`src/rtl/eq_band_mixer.sv`:
```
// eq_band_mixer: band-gain mixer and master volume sharing one multiplier across all bands/channels.
// Optional feature macro EQ_MIX_SAT_EN: saturate band sum and volume output (default: two's-complement wrap).
module eq_band_mixer #(
    parameter int unsigned DW        = 16,
    parameter int unsigned NUM_BANDS = 5,
    parameter int unsigned NUM_CH    = 2,
    parameter int unsigned POT_W     = 12,
    parameter int unsigned AMP_TMO   = 4096
) (
    input  logic                           clk,
    input  logic                           rst_n,
    input  logic                           band_vld,
    input  logic [NUM_CH*NUM_BANDS*DW-1:0] band_data,
    input  logic [NUM_BANDS*POT_W-1:0]     pot,
    input  logic [POT_W-1:0]               pot_vol,
    output logic [NUM_CH*DW-1:0]           out_data,
    output logic                           out_vld,
    output logic                           busy,
    output logic                           ovr,
    output logic                           AMP_ON
);
    localparam int unsigned ACC_W  = DW + 1 + $clog2(NUM_BANDS + 1) + 1;
    localparam int unsigned PROD_W = DW + POT_W + 1;
    localparam int unsigned GAIN_W = DW + 2;
    localparam int unsigned CH_W   = (NUM_CH > 1) ? $clog2(NUM_CH) : 1;
    localparam int unsigned B_W    = (NUM_BANDS > 1) ? $clog2(NUM_BANDS) : 1;
    localparam int unsigned CNT_W  = $clog2(AMP_TMO + 1);

    localparam logic [CH_W-1:0]  LAST_CH   = CH_W'(NUM_CH - 1);
    localparam logic [B_W-1:0]   LAST_BAND = B_W'(NUM_BANDS - 1);
    localparam logic [CNT_W-1:0] TMO       = CNT_W'(AMP_TMO);

    typedef enum logic [1:0] {
        IDLE,
        ACC,
        VOL
    } state_t;

    // G(x,p) = floor(x * p / 2^(POT_W-1)); result always fits in DW+2 bits
    function automatic logic signed [GAIN_W-1:0] gain(input logic signed [DW-1:0] x,
                                                      input logic [POT_W-1:0]     p);
        logic signed [PROD_W-1:0] xe;
        logic signed [PROD_W-1:0] pe;
        logic signed [PROD_W-1:0] prod;
        xe   = {{(POT_W + 1){x[DW-1]}}, x};
        pe   = {{DW{1'b0}}, 1'b0, p};
        prod = (xe * pe) >>> (POT_W - 1);
        return prod[GAIN_W-1:0];
    endfunction

    function automatic logic signed [ACC_W-1:0] ext(input logic signed [GAIN_W-1:0] g);
        return {{(ACC_W - GAIN_W){g[GAIN_W-1]}}, g};
    endfunction

    function automatic logic signed [DW-1:0] fit(input logic signed [ACC_W-1:0] v);
`ifdef EQ_MIX_SAT_EN
        if ((v[ACC_W-1:DW-1] == '0) || (v[ACC_W-1:DW-1] == '1)) begin
            return v[DW-1:0];
        end else if (v[ACC_W-1]) begin
            return {1'b1, {(DW - 1){1'b0}}};
        end else begin
            return {1'b0, {(DW - 1){1'b1}}};
        end
`else
        logic unused_hi;
        unused_hi = ^v[ACC_W-1:DW];
        return v[DW-1:0];
`endif
    endfunction

    state_t                  state_q, state_d;
    logic [CH_W-1:0]         ch_q, ch_d;
    logic [B_W-1:0]          b_q, b_d;
    logic signed [ACC_W-1:0] acc_q, acc_d;
    logic signed [DW-1:0]    snap_q [NUM_CH][NUM_BANDS];
    logic signed [DW-1:0]    snap_d [NUM_CH][NUM_BANDS];
    logic [POT_W-1:0]        pot_snap_q [NUM_BANDS];
    logic [POT_W-1:0]        pot_snap_d [NUM_BANDS];
    logic [POT_W-1:0]        vol_snap_q, vol_snap_d;
    logic signed [DW-1:0]    res_q [NUM_CH];
    logic signed [DW-1:0]    res_d [NUM_CH];
    logic [NUM_CH*DW-1:0]    out_data_q, out_data_d;
    logic                    out_vld_q, out_vld_d;
    logic                    ovr_q, ovr_d;
    logic                    amp_on_q, amp_on_d;
    logic [CNT_W-1:0]        cnt_q, cnt_d;

    logic signed [DW-1:0]     mul_x;
    logic [POT_W-1:0]         mul_p;
    logic signed [GAIN_W-1:0] mul_y;
    logic signed [DW-1:0]     sum_fit;
    logic signed [DW-1:0]     vol_res;
    logic                     accept;

    always_comb begin
        state_d    = state_q;
        ch_d       = ch_q;
        b_d        = b_q;
        acc_d      = acc_q;
        snap_d     = snap_q;
        pot_snap_d = pot_snap_q;
        vol_snap_d = vol_snap_q;
        res_d      = res_q;
        out_data_d = out_data_q;
        out_vld_d  = 1'b0;

        accept = band_vld && (state_q == IDLE);
        ovr_d  = band_vld && (state_q != IDLE);

        // Single multiplier: band gain during ACC, master volume on the band sum during VOL
        sum_fit = fit(acc_q);
        mul_x   = snap_q[ch_q][b_q];
        mul_p   = pot_snap_q[b_q];
        if (state_q == VOL) begin
            mul_x = sum_fit;
            mul_p = vol_snap_q;
        end
        mul_y   = gain(mul_x, mul_p);
        vol_res = fit(ext(mul_y));

        case (state_q)
            IDLE: begin
                if (band_vld) begin
                    for (int unsigned c = 0; c < NUM_CH; c++) begin
                        for (int unsigned b = 0; b < NUM_BANDS; b++) begin
                            snap_d[c][b] = band_data[(c*NUM_BANDS + b)*DW +: DW];
                        end
                    end
                    for (int unsigned b = 0; b < NUM_BANDS; b++) begin
                        pot_snap_d[b] = pot[b*POT_W +: POT_W];
                    end
                    vol_snap_d = pot_vol;
                    ch_d       = '0;
                    b_d        = '0;
                    acc_d      = '0;
                    state_d    = ACC;
                end
            end
            ACC: begin
                acc_d = acc_q + ext(mul_y);
                if (b_q == LAST_BAND) begin
                    state_d = VOL;
                end else begin
                    b_d = b_q + B_W'(1);
                end
            end
            VOL: begin
                if (ch_q == LAST_CH) begin
                    for (int unsigned c = 0; c < NUM_CH; c++) begin
                        if (c == NUM_CH - 1) begin
                            out_data_d[c*DW +: DW] = vol_res;
                        end else begin
                            out_data_d[c*DW +: DW] = res_q[c];
                        end
                    end
                    out_vld_d = 1'b1;
                    state_d   = IDLE;
                end else begin
                    res_d[ch_q] = vol_res;
                    ch_d        = ch_q + CH_W'(1);
                    b_d         = '0;
                    acc_d       = '0;
                    state_d     = ACC;
                end
            end
            default: state_d = IDLE;
        endcase

        if (accept) begin
            cnt_d = '0;
        end else if (cnt_q != TMO) begin
            cnt_d = cnt_q + CNT_W'(1);
        end else begin
            cnt_d = cnt_q;
        end

        // A fresh result re-enables the amplifier even if the idle counter is already saturated
        if (out_vld_d) begin
            amp_on_d = 1'b1;
        end else if (cnt_q == TMO) begin
            amp_on_d = 1'b0;
        end else begin
            amp_on_d = amp_on_q;
        end
    end

    always_ff @(posedge clk) begin
        if (!rst_n) begin
            state_q    <= IDLE;
            ch_q       <= '0;
            b_q        <= '0;
            acc_q      <= '0;
            snap_q     <= '{default: '0};
            pot_snap_q <= '{default: '0};
            vol_snap_q <= '0;
            res_q      <= '{default: '0};
            out_data_q <= '0;
            out_vld_q  <= 1'b0;
            ovr_q      <= 1'b0;
            amp_on_q   <= 1'b0;
            cnt_q      <= '0;
        end else begin
            state_q    <= state_d;
            ch_q       <= ch_d;
            b_q        <= b_d;
            acc_q      <= acc_d;
            snap_q     <= snap_d;
            pot_snap_q <= pot_snap_d;
            vol_snap_q <= vol_snap_d;
            res_q      <= res_d;
            out_data_q <= out_data_d;
            out_vld_q  <= out_vld_d;
            ovr_q      <= ovr_d;
            amp_on_q   <= amp_on_d;
            cnt_q      <= cnt_d;
        end
    end

    assign out_data = out_data_q;
    assign out_vld  = out_vld_q;
    assign busy     = (state_q != IDLE);
    assign ovr      = ovr_q;
    assign AMP_ON   = amp_on_q;

endmodule

```
`config.mk`:
```
export PLATFORM = sky130hd
export DESIGN_NAME = eq_band_mixer
export DESIGN_NICKNAME = d
export VERILOG_FILES = /design/src/rtl/eq_band_mixer.sv
export SDC_FILE = /design/constraint.sdc
export NUM_CORES = 1
export LEC_CHECK = 0
export CAP_MARGIN = 15
export CORE_MARGIN = 2
export CORE_UTILIZATION = 48
export DETAILED_ROUTE_END_ITERATION = 10
export GPL_ROUTABILITY_DRIVEN = 0
export PLACE_DENSITY = 0.83
export SLEW_MARGIN = 20
export SYNTH_ARGS = -nofsm -noshare
export SYNTH_HDL_FRONTEND = slang
export SYNTH_SLANG_ARGS = --single-unit
```
`constraint.sdc`:
```
create_clock -name clk -period 16.6 [get_ports clk]
set_input_delay 4.15 -clock clk [delete_from_list [all_inputs] [get_ports clk]]
set_output_delay 4.15 -clock clk [all_outputs]
set_load 0.05 [all_outputs]
```
======== Word-level counts from Yosys, hierarchy flattened ========
Cells that the tools add are included.
cells by class
  magnitude comparators ................... 3
  bitwise logic cells ..................... 4
  multiplexer cells ....................... 32
  multiply operators ...................... 1
  equality and inequality tests ........... 9
  reductions and logical operators ........ 16
  add/subtract/negate cells ............... 4
operators by type and width
  operator                                                          number
  80-bit 2-to-1 mux                                                 3
  16-bit 2-to-1 mux                                                 4
  21-bit one-hot mux with 3 select lines                            1
  16-bit binary-select mux with 3-bit select                        1
  21-bit 2-to-1 mux                                                 2
  12-bit binary-select mux with 3-bit select                        1
  12-bit 2-to-1 mux                                                 3
  32-bit bitwise mux                                                1
  16-bit by 13-bit multiplier with 29-bit output                    1
  21-bit by 18-bit adder with 21-bit output                         1
  16-bit demux with 1-bit select                                    1
  13-bit by 1-bit adder with 13-bit output (second input constant)  1
  13-bit equality test (second input constant)                      1
  13-bit inequality test (second input constant)                    1
  2-bit AND reduction                                               5
  3-bit 2-to-1 mux                                                  3
  3-bit one-hot mux with 3 select lines                             1
  2-bit inequality test (second input constant)                     4
  1-bit 2-to-1 mux                                                  7
  2-bit one-hot mux with 3 select lines                             1
  2-bit nonzero test                                                3
  4-bit greater-or-equal comparator (second input constant)         1
  2-bit 2-to-1 mux                                                  2
  3-bit NOT with 4-bit output                                       1
  16 further kinds                                                  19
storage, ports and cells
  word-level logic and storage cells ...... 96
  output and inout port bits .............. 36
  bits of input ports ..................... 235
  register bits after elaboration ......... 339

======== Depth between registers and ports, before layout ========
Gate-level depths: netlist of the first run.
  word-level depth ........................ 11
  depth in mapped cells ................... 42
  gate-level depth less buffers ........... 37

======== Worst setup path before layout of the first run ========
No wires, ideal clock.
  path kind ............................... reg-to-reg
  start ................................... register b_q[0]
  end ..................................... register acc_q[15]
  path slack .............................. 7.485 ns
  arrival time ............................ 8.992 ns
  required time ........................... 16.477 ns
  path buffers ............................ 5
  stages on the path, launching flop included .. 39
  library setup time ...................... 0.123 ns
  clock period less this slack ............ 9.115 ns
  cell sequence ........................... dfxtp_1 > buf_4 > buf_4 > buf_1 > clkbuf_1 > mux4_2 > mux2i_1 > o22ai_1 > nor2_1 > nor2_1 > clkbuf_1 > nor2b_1 > fa_1 > inv_1 > fa_1 > inv_1 > fa_1 > fa_1 > [... 3 more ...] > ha_1 > a21o_1 > a21o_1 > a221oi_1 > or3b_1 > a41o_1 > a21boi_1 > o21bai_1 > a21oi_1 > xor2_1 > inv_1 > ha_1 > a2111o_1 > o21ai_0 > o21ai_0 > xor2_1 > a21oi_1 > o22ai_1
on the way
  cells in the longest elaborated chain, start to end .. 8
  elaborated cells on any way between the ends .. 12
  classes of those cells .................. add/sub (1); mul (1); mux (9); bitwise (1)
ends and longest elaborated chain
  element                                                                                                          line      source
  start: declaration                                                                                               73        logic [B_W-1:0] b_q, b_d;
  start signal: assignment                                                                                         191       b_q <= '0;
  start signal: assignment                                                                                         205       b_q <= b_d;
  3-bit NOT with 4-bit output (not written as such) (*)                                                            112, 113
  16-bit binary-select mux with 3-bit select / 12-bit binary-select mux with 3-bit select (equally long branches)  112, 113
  16-bit 2-to-1 mux (not written as such) / 12-bit 2-to-1 mux (equally long branches) (2 in a row)                 112, 113
  16-bit 2-to-1 mux / 12-bit 2-to-1 mux (equally long branches)                                                    114       if (state_q == VOL) begin
  16-bit by 13-bit multiplier with 29-bit output (*)                                                               47        prod = (xe * pe) >>> (POT_W - 1);
  via mul_y[11]                                                                                                    90        logic signed [GAIN_W-1:0] mul_y;
  21-bit by 18-bit adder with 21-bit output (*)                                                                    140       acc_d = acc_q + ext(mul_y);
  21-bit one-hot mux with 3 select lines (*)                                                                       121       case (state_q)
  end signal: assignment                                                                                           192       acc_q <= '0;
  end signal: assignment                                                                                           206       acc_q <= acc_d;
  end: declaration                                                                                                 74        logic signed [ACC_W-1:0] acc_q, acc_d;
The timed path passes the listed nets; every way through them passes the cells marked *. The select of a mux whose other input is x is not followed.
A chain may end at the register's enable or synchronous reset.

======== Worst setup path after layout of the first run ========
Same ends and word-level chain as after synthesis.

==> results of run 1 <==
[sequential cells by signal (all words and copies together), names as in the netlist, 2 cells and up]
register	cells
acc_q	16
b_q	3
cnt_q	13
out_data	32
pot_snap_q	60
res_q	16
snap_q	160
state_q	2
vol_snap_q	12
[logic make-up after synthesis]
kind of cell	Yosys count	share of synthesized area [%]
simple gates	923	18.6
compound gates	429	12.1
flops	318	31.5
buf+inv	395	7.43
mux	79	6.59
xor+xnor	46	2.09
fa+ha+maj	248	21.7
[layout by cell type (no fill, tap or decap), types with 12 or more instances in the layout]
| cell type | instances |
|---|---|
| mux2i_1 | 34 |
| buf_4 | 20 |
| o21ai_0 | 34 |
| ha_1 | 78 |
| nor2_1 | 154 |
| a21oi_1 | 303 |
| nand3_1 | 19 |
| xor2_1 | 24 |
| o22ai_1 | 15 |
| xnor2_1 | 21 |
| clkbuf_16 | 37 |
| nand2b_1 | 26 |
| a21o_1 | 12 |
| fa_1 | 170 |
| nand2_1 | 648 |
| dfxtp_1 | 316 |
| nor2b_1 | 19 |
| mux4_2 | 43 |
| inv_1 | 246 |
| clkdlybuf4s50_1 | 270 |
[metal layers]
metal / wire length, µm / share of wire [%] / vias to the layer above
li1: - / - / 8194
met1: 21700 / 37 / 8571
met2: 28200 / 49 / 852
met3: 4600 / 7.9 / 223
met4: 3490 / 6.0 / 0
met5: 0 / 0 / -
[tightest hold or removal path, stage by stage (launching register included)]
cell and delay [ns]:
dfxtp_1 0.31, nand2_1 0.05, a21oi_1 0.05
[final timing paths]
path	start	end	slack [ns]
setup / recovery	b_q[0]	acc_q[15]	6.65
hold / removal	pot_snap_q[36]	pot_snap_q[36]	0.45
setup reg to reg	b_q[0]	acc_q[15]	6.65
hold reg to reg	pot_snap_q[36]	pot_snap_q[36]	0.45
[per-stage QoR]
stage               utilization, %  instances  hold slack [ns]
floorplan                        -       2438            0.432
global placement              55.6       3123            0.439
detailed placement            55.6       3123            0.445
CTS                           58.3       3185            0.453
global route                  58.4       3186            0.469
finish                        58.4       3188            0.452
[power breakdown]
part | switching [mW] | internal, mW | total (mW)
registers | 0.0244 | 0.800 | 0.825
logic | 0.219 | 0.162 | 0.381
clock network | 0.324 | 0.445 | 0.770
total | 0.568 | 1.41 | 1.98
[area by class of cell]
type / instances / area, µm² / share of cell area, %
multi-input cells: 1725 / 12400 / 50.7
well taps: 539 / 674 / 2.76
clock buffers: 46 / 1000 / 4.10
inverters: 248 / 938 / 3.85
diodes: 2 / 5.00 / 0.0205
repair buffers: 294 / 2910 / 11.9
clock inverters: 16 / 140 / 0.574
flip-flops and latches: 318 / 6370 / 26.1
==> summary.md, run 1 <==
| Metric | Value |
|---|---|
| Most frequent cell after synthesis | nand2_1 |
| Clock tree from TritonCTS | yes |
| Dpl hpwl | approximately 44000 µm |
| Wire per inst | approximately 18 µm |
| Core area | between 40000 and 50000 µm² |
| First-pass GRT wire length | ~93000 µm |
| Initial antenna violation count | 2 |
| RSZ-0062 raised after global routing | no |
| P&R area growth vs syn | 20.8% |
| Cell leakage power | 10.2 nW |
| Clk_skew | approximately 0.022 ns |
| Clock Path Buffers | 3 |
| Syn_area_per_cell | 8.29 µm² |
| Buffers on Ports | 270 |
| # setup viols final | 0 |
| Tmin final | 9.95 ns |
| Crit. End Element | flip-flop |
| Highest-delay cell along the critical path | mux2i_1 |
| Top FF cell, synth | dfxtp_1 |
| Post-synth top area share | between 30% and 40% |
| Initial Utilization | 48.4% |
| Drt total wl | between 50000 and 60000 µm |
| Sink Count | 318 |
| Clk root buf | clkbuf_16 |
| R2R depth | 32 |
| Post-CTS Hold Fix Bufs | 0 |
| YS warnings | 0 |
| Kind of cell adding the most delay to the critical path | adder cells |
| Mapped Area | about 20000 µm² |
| Setup bufs post-CTS | 0 |
| Unique cell type count in the Yosys netlist | 70 |
| WP buf/inv | 5 |
| Placed instance area | 23200 µm² |
| Syn Inst Count | 2438 |
| Die area | 43800 µm² |
| Req. time, crit path | 17.02 ns |
| Most used routing layer | met2 |
| Share of cells above drive strength 1 | 5.86% |
| Global-route met3 utilization | between 4 and 5% |
| Relative max-transition margin | 21.4% |
| Final Hold Fails | 0 |
| Die Y | 209 µm |
| Post-route setup TNS | 0 ns |
| Fin. max-slew vios | 0 |
| Vias per cell | roughly 5.6 |
| TritonCTS Buffers | 35 |
| H-tree depth | 2 |
| Synthesized flop and latch total | 318 |
| Total Power | 1.98 mW |
| Synth top area cells | dfxtp_1 32%, fa_1 17%, nand2_1 12% |
| Dominant cell type by area after synthesis | dfxtp_1 |
| Period utilization | 59.9% |
| Via count | 17.8k |
| Drt first pass iters | 6 |
| # fillers | ~3.4k |
| Post-synth top cells | 650 x nand2_1, 318 x dfxtp_1, 303 x a21oi_1 |
| Met1 Use GR | 32.4% |
| Met2 track utilization from global routing | about 45% |
| PnR worst setup slack | roughly 6.7 ns |
| MaxCap Viol Count | 0 |
| Max Freq | 0.101 GHz |
| Register area share after synthesis | 31.5% |
| Number of synthesized flops with an enable pin | 0 |
| Syn_nets | 2921 |
| Setup CP Type | reg -> reg |
| Worst-Margin Slew | 1.18 ns |
| Total gr overflow | 0 |
| Worst VDD drop | 60.2 µV |
| Stages on worst setup path | 32 |
| Initial DRC count | 1784 |
| Total track usage | 26.7% |
| Hold depth | 2 |
| Most common cell on crit path | fa_1 |
| Status | completed |
| Asr flop ratio synth | 0% |
| Final Cell Area | between 20000 and 25000 µm² |
| Remaining routing DRC violations | 0 |
| Slowest cell delay on critical path | 0.87 ns |
| Critical Path AT | a little over 10 ns |
| Antenna viol nets, final | 0 |
| Worst-path clk slew | about 0.06 ns |
| Die X | 209 µm |
| PwrDens | 80.9 nW/µm² |
| Crit-path max FO | 48 |
| Core Rows | 75 |
| Vias in the first global route | about 18k |
| Cts repair resizes | 0 |
| Nets@finish | 3105 |
| Setup WS pre-CTS | 6.75 ns |
| CP Launch Type | flip-flop |
| Min-Delay Path Class | reg -> reg |
| Clk_lat worst skew | 0.54 ns |
| I/O pin cnt | between 200 and 300 |
| Largest net degree at the start of global routing | roughly 130 |
Note: power is estimated with default switching activity, not from simulation.
==> run 2: changes to the inputs <==
Clock period 16.6 ns to 9.4 ns, I/O delays scaled along.
==> run 2 against run 1 <==
Compared with the run above: power grew 76%; non-clock buffer count grew 26; maximum frequency grew 11%; final area grew 0.88%; first-iteration DRC count shrank 1.3%; worst setup slack lost 6.2 ns; flip-flop and latch count is the same; via count grew 0.68%; cell count grew 0.66%; combinational power grew 82%; register-to-register slack lost 6.2 ns; critical path type unchanged; highest routed layer unchanged.
==> summary.md, run 2 (same netlist as run 1, synthesis figures left out) <==
| Metric | Value |
|---|---|
| Status | completed |
| Initial antenna violation count | 1 |
| Tmin final | 9.00 ns |
| Period utilization | between 90% and 100% |
| Fin. max-slew vios | 0 |
| Vias per cell | 5.60 |
| Die area | 43800 µm² |
| Setup CP Type | reg -> reg |
| Initial DRC count | 1760 |
| Largest net degree at the start of global routing | 183 |
| MaxCap Viol Count | 0 |
| PwrDens | 141 nW/µm² |
| Wire per inst | between 15 and 20 µm |
| Remaining routing DRC violations | 0 |
| Share of cells above drive strength 1 | 7.38% |
| Die X | 209 µm |
| Core area | around 42000 µm² |
| First-pass GRT wire length | 92300 µm |
| Clock tree from TritonCTS | yes |
| Die Y | about 210 µm |
| Dpl hpwl | 44400 µm |
| Largest register FFs | 160 |
| Post-route setup TNS | 0 ns |
| Highest-delay cell along the critical path | fa_1 |
| Internal power | 2.50 mW |
| R2R Setup Slk | between 0.4 and 0.5 ns |
| Post-CTS Hold Fix Bufs | 0 |
| Initial Utilization | between 40% and 50% |
| TritonCTS Buffers | 31 |
| PnR worst setup slack | 0.402 ns |
| Antenna viol nets, final | 0 |
| Clk_lat worst skew | 0.57 ns |
| Drt total wl | ~58000 µm |
| CP Launch Type | flip-flop |
| Final Hold Fails | 0 |
| Commonest non-fill, non-tap cell in the layout | nand2_1 |
| Reg power frac | 41.8% |
| Relative max-transition margin | 26.0% |
| Vias in the first global route | 18.2k |
| Crit. End Element | flip-flop |
| Min-Delay Path Class | reg -> reg |
| Req. time, crit path | 9.86 ns |
| Total track usage | a little over a quarter |
| Core Rows | 75 |
| I/O pin cnt | roughly 270 |
| Critical Path AT | 9.46 ns |
| Drt first pass iters | 6 |
| Commonest non-fill, non-tap cells in the layout | 649 x nand2_1, 315 x dfxtp_1, 301 x a21oi_1 |
| Total gr overflow | 0 |
| Via count | 18.0k |
| Switching power | 982 µW |
| P&R area growth vs syn | 21.8% |
| Placed instance area | 23400 µm² |
| Clk root buf | clkbuf_16 |
| Switching share of power | 28.2% |
| Worst-path clk slew | 0.07 ns |
| Post-route insts no fill | 3209 |
| Crit-path max FO | 10 |
| Setup WS pre-CTS | 0.101 ns |
| Most flops, register | snap_q |
| Worst VDD drop | 162 µV |
| Most common cell on crit path | fa_1 |
| Final Cell Area | between 20000 and 25000 µm² |
| Worst-Margin Slew | around 1.1 ns |
| # setup viols final | 0 |
| Max Freq | 0.111 GHz |
| Sink Count | 318 |
| H-tree depth | 1 |
| Buffers on Ports | 270 |
| Clock Path Buffers | 3 |
| Nets@finish | 3127 |
| Clock network power share | 38.2% |
| Slowest cell delay on critical path | 0.59 ns |
| End-of-flow core utilization | about three fifths |
| Cell leakage power | between 10 and 15 nW |
| Logic pwr share | between 10% and 20% |
| Clk_skew | between 0.02 and 0.025 ns |
| Placed insts | approximately 3.1k |
[run 2: power groups by stage]
stage	Clock [mW]	Combinational (mW)	Sequential, mW
6_report	1.33	0.694	1.46
4_1_cts	1.34	0.679	1.46
2_1_floorplan	0	0.420	1.47
5_1_grt	1.39	0.759	1.46
3_5_place_dp	0	0.673	1.48
3_3_place_gp	0	0.649	1.48
[run 2: worst paths after layout]
path	startpoint	end	depth (start not counted)
max	b_q[0]	acc_q[15]	31
min	pot_snap_q[16]	pot_snap_q[16]	2
max reg2reg	b_q[0]	acc_q[15]	31
min reg2reg	pot_snap_q[16]	pot_snap_q[16]	2
[run 2: repair_timing]
item,in CTS,in global routing
setup buffers,0,4
endpoints found under the setup margin,0,6
resized for setup,0,23
[run 2: worst max-delay path: cells and delay by family, from the launching register on]
| kind | cells | cell delay, ns |
|---|---|---|
| buffers and inverters | 5 | 0.74 |
| XOR/XNOR | 2 | 0.41 |
| adder cells (fa/ha/maj) | 7 | 3.17 |
| AND/OR/NAND/NOR | 2 | 0.47 |
| multiplexers | 1 | 0.53 |
| flip-flops | 1 | 0.47 |
| AO/OA/AOI/OAI | 14 | 3.10 |
[run 2: per-layer routing]
| metal | vias to the layer above | part of all wire (%) | global-route usage [%] |
|---|---|---|---|
| li1 | 8234 | - | - |
| met1 | 8636 | 38 | 32.1 |
| met2 | 891 | 49 | 45.0 |
| met3 | 201 | 8.0 | 4.22 |
| met4 | 0 | 5.8 | 14.2 |
| met5 | - | 0 | 0 |
[run 2: layout make-up]
cell class / count / area [µm²]
Clock inverter: 20 / 238
Clock buffer: 37 / 858
Multi-Input combinational cell: 1725 / 12400
Tap cell: 539 / 674
Inverter: 248 / 938
Timing Repair Buffer: 320 / 3110
Sequential cell: 318 / 6370
Fill cell: 3342 / 17100
Antenna cell: 2 / 5.00
[run 2: through the flow]
| stage | power [mW] | hold slack (ns) |
|---|---|---|
| 2_1_floorplan | 1.89 | 0.432 |
| 3_3_place_gp | 2.13 | 0.439 |
| 3_5_place_dp | 2.16 | 0.444 |
| 4_1_cts | 3.47 | 0.452 |
| 5_1_grt | 3.61 | 0.470 |
| 6_report | 3.48 | 0.451 |
==> run 3: changes to the inputs <==
Settings changed: PLACE_DENSITY 0.83 to 0.86.
Clock period 9.4 ns to 8.2 ns, I/O delays scaled along.
==> run 3 against run 2 <==
Compared with the run above: the run now ends with setup timing left; largest power group unchanged; worst setup slack got worse by 0.99 ns; final area rose by 7.0%; cell count rose by 3.9%; global-route usage rose by 1.8 points; register-to-register slack got worse by 0.99 ns; clock power rose by 9%; sequential share of layout area fell by 1.7 points; combinational power rose by 47%; clock skew fell by 0.0046 ns; core utilization rose by 4.1 points.
==> summary.md, run 3 (same netlist as run 1, synthesis figures left out) <==
| Metric | Value |
|---|---|
| Kind of cell adding the most delay to the critical path | adder cells |
| Die area | 43800 µm² |
| Vias per cell | 5.97 |
| Period utilization | 107% |
| PwrDens | 158 nW/µm² |
| Clock tree from TritonCTS | yes |
| Switching share of power | 30.3% |
| Post-route insts no fill | ~3.3k |
| Core area | roughly 42000 µm² |
| Total gr overflow | 0 |
| Vias in the first global route | 19.2k |
| Die Y | 209 µm |
| MaxCap Viol Count | 0 |
| Dpl hpwl | 46300 µm |
| # setup viols final | 7 |
| Fin. max-slew vios | 0 |
| Setup WS pre-CTS | -0.305 ns |
| R2r startpoint | state_q[1] |
| Clock network power share | 35.0% |
| Final Hold Fails | 0 |
| Clk_lat worst skew | 0.60 ns |
| Die X | 209 µm |
| End-of-flow core utilization | 63.1% |
| Largest register FFs | 160 |
| Tmin final | 8.79 ns |
| Commonest non-fill, non-tap cells in the layout | 647 x nand2_1, 316 x dfxtp_1, 292 x a21oi_1 |
| Max Freq | 0.114 GHz |
| Setup CP Type | reg -> reg |
| Via count | approximately 20k |
| Worst-Margin Slew | approximately 1.1 ns |
| Min-delay src | pot_snap_q[47] |
| Hold Slack | 0.453 ns |
| Cell leakage power | 11.0 nW |
| Internal power | between 2 and 3 mW |
| Switching power | 1.26 mW |
| Slowest cell delay on critical path | 0.78 ns |
| Drt first pass iters | 8 |
| Drt total wl | around 71000 µm |
| Ant. Diodes | 0 |
| Highest-delay cell along the critical path | nor2b_2 |
| Most common cell on crit path | fa_1 |
| Antenna viol nets, final | 0 |
| Crit. End Element | flip-flop |
| Clock Path Buffers | 3 |
| RSZ-0062 raised after global routing | yes |
| Total track usage | 28.2% |
| Post-route setup TNS | -2.50 ns |
| Placed instance area | 24100 µm² |
| R2R Setup Slk | -0.59 ns |
| Clk_skew | 0.0182 ns |
| Logic pwr share | roughly a quarter |
| Placed insts | 3216 |
| P&R area growth vs syn | 30.4% |
| Buffers on Ports | 270 |
| PnR worst setup slack | -0.589 ns |
| Failing checks | setup timing |
| Relative max-transition margin | 26.1% |
| # fillers | 2936 |
| Wire per inst | approximately 21 µm |
| Commonest non-fill, non-tap cell in the layout | nand2_1 |
| R2r endpoint | acc_q[15] |
| Sink Count | 318 |
| Area occupied by registers | 6370 µm² |
| Hold depth | 2 |
| Most flops, register | snap_q |
| R2R depth | 29 |
| Worst-path clk slew | 0.07 ns |
| Initial Utilization | 48.4% |
| Status | finished with violations |
| Core Rows | 75 |
| Initial antenna violation count | 2 |
| Remaining routing DRC violations | 0 |
| First-pass GRT wire length | between 90000 and 100000 µm |
| TritonCTS Buffers | 31 |
| I/O pin cnt | between 200 and 300 |
| Req. time, crit path | 8.69 ns |
| Reg power frac | 40.5% |
| Initial DRC count | 2251 |
| Crit-path max FO | 11 |
| H-tree depth | 1 |
| Worst VDD drop | 156 µV |
| Nets@finish | between 3k and 4k |
| Hold Crit Endpoint | pot_snap_q[47] |
| Min-Delay Path Class | reg -> reg |
| Critical Path AT | 9.28 ns |
| WP buf/inv | 5 |
| CP Launch Type | flip-flop |
| Multi-input gate area | 13000 µm² |
| Largest net degree at the start of global routing | 232 |
| Total Power | 4.16 mW |
| Clk root buf | clkbuf_16 |
| Final Cell Area | 26300 µm² |
| Share of cells above drive strength 1 | between 10% and 20% |
## run 3: cell count changes in the layout (fill, tap and decap cells not counted), moves of 11 or more
| cell | delta |
|---|---|
| buf_12 | +14 |
| ha_4 | +11 |
| ha_1 | -12 |
| buf_4 | +99 |
| inv_1 | -12 |
| inv_2 | +12 |
## run 3: worst max path at each step
stage               startpoint   endpoint  slack, ns  depth (start not counted)
floorplan               b_q[1]  acc_q[15]      0.009                         33
global placement          ch_q  acc_q[15]      -0.02                         36
detailed placement      b_q[0]  acc_q[14]      -0.30                         39
CTS                     b_q[0]  acc_q[15]      0.003                         32
global route        state_q[1]  acc_q[15]      -0.77                         30
finish              state_q[1]  acc_q[15]      -0.59                         29
## run 3: timing repair
action / in CTS / in global routing
gates cloned: 0 / 2
buffers inserted: 12 / 47
gates resized for setup: 42 / 121
hold buffers: 0 / 0
setup endpoints to repair: 7 / 8
pin swaps: 7 / 64
## run 3: layout make-up
class / instances / area share, %
sequential: 318 / 24.2
clock buffer: 47 / 3.51
timing repair buffer: 446 / 16.3
inverter: 248 / 3.56
tap: 539 / 2.56
clock inverter: 11 / 0.427
multi-input combinational: 1726 / 49.4
## run 3: routing by layer
layer  vias to the layer above  part of all wire [%]  GRT usage [%]
li1                       8488                     -              -
met1                      9389                    33           33.2
met2                      1529                    47           47.9
met3                       516                    12           4.84
met4                         2                   9.1           17.7
met5                         -                 0.024              0
## run 3: worst register-to-register path, delay by kind of cell, from the launching register on
| family | cells | cell delay [ns] |
|---|---|---|
| compound gates | 12 | 2.55 |
| xor+xnor | 2 | 0.38 |
| fa+ha+maj | 7 | 3.20 |
| flops | 1 | 0.53 |
| simple gates | 3 | 1.57 |
| buf+inv | 5 | 0.47 |
## run 3: power groups by stage
| stage | registers [mW] | logic [mW] | clock network, mW |
|---|---|---|---|
| 4_1_cts | 1.67 | 0.873 | 1.45 |
| 6_report | 1.68 | 1.02 | 1.45 |
| 3_5_place_dp | 1.70 | 0.839 | 0 |
| 3_3_place_gp | 1.70 | 0.810 | 0 |
| 5_1_grt | 1.69 | 1.08 | 1.51 |
| 2_1_floorplan | 1.68 | 0.487 | 0 |
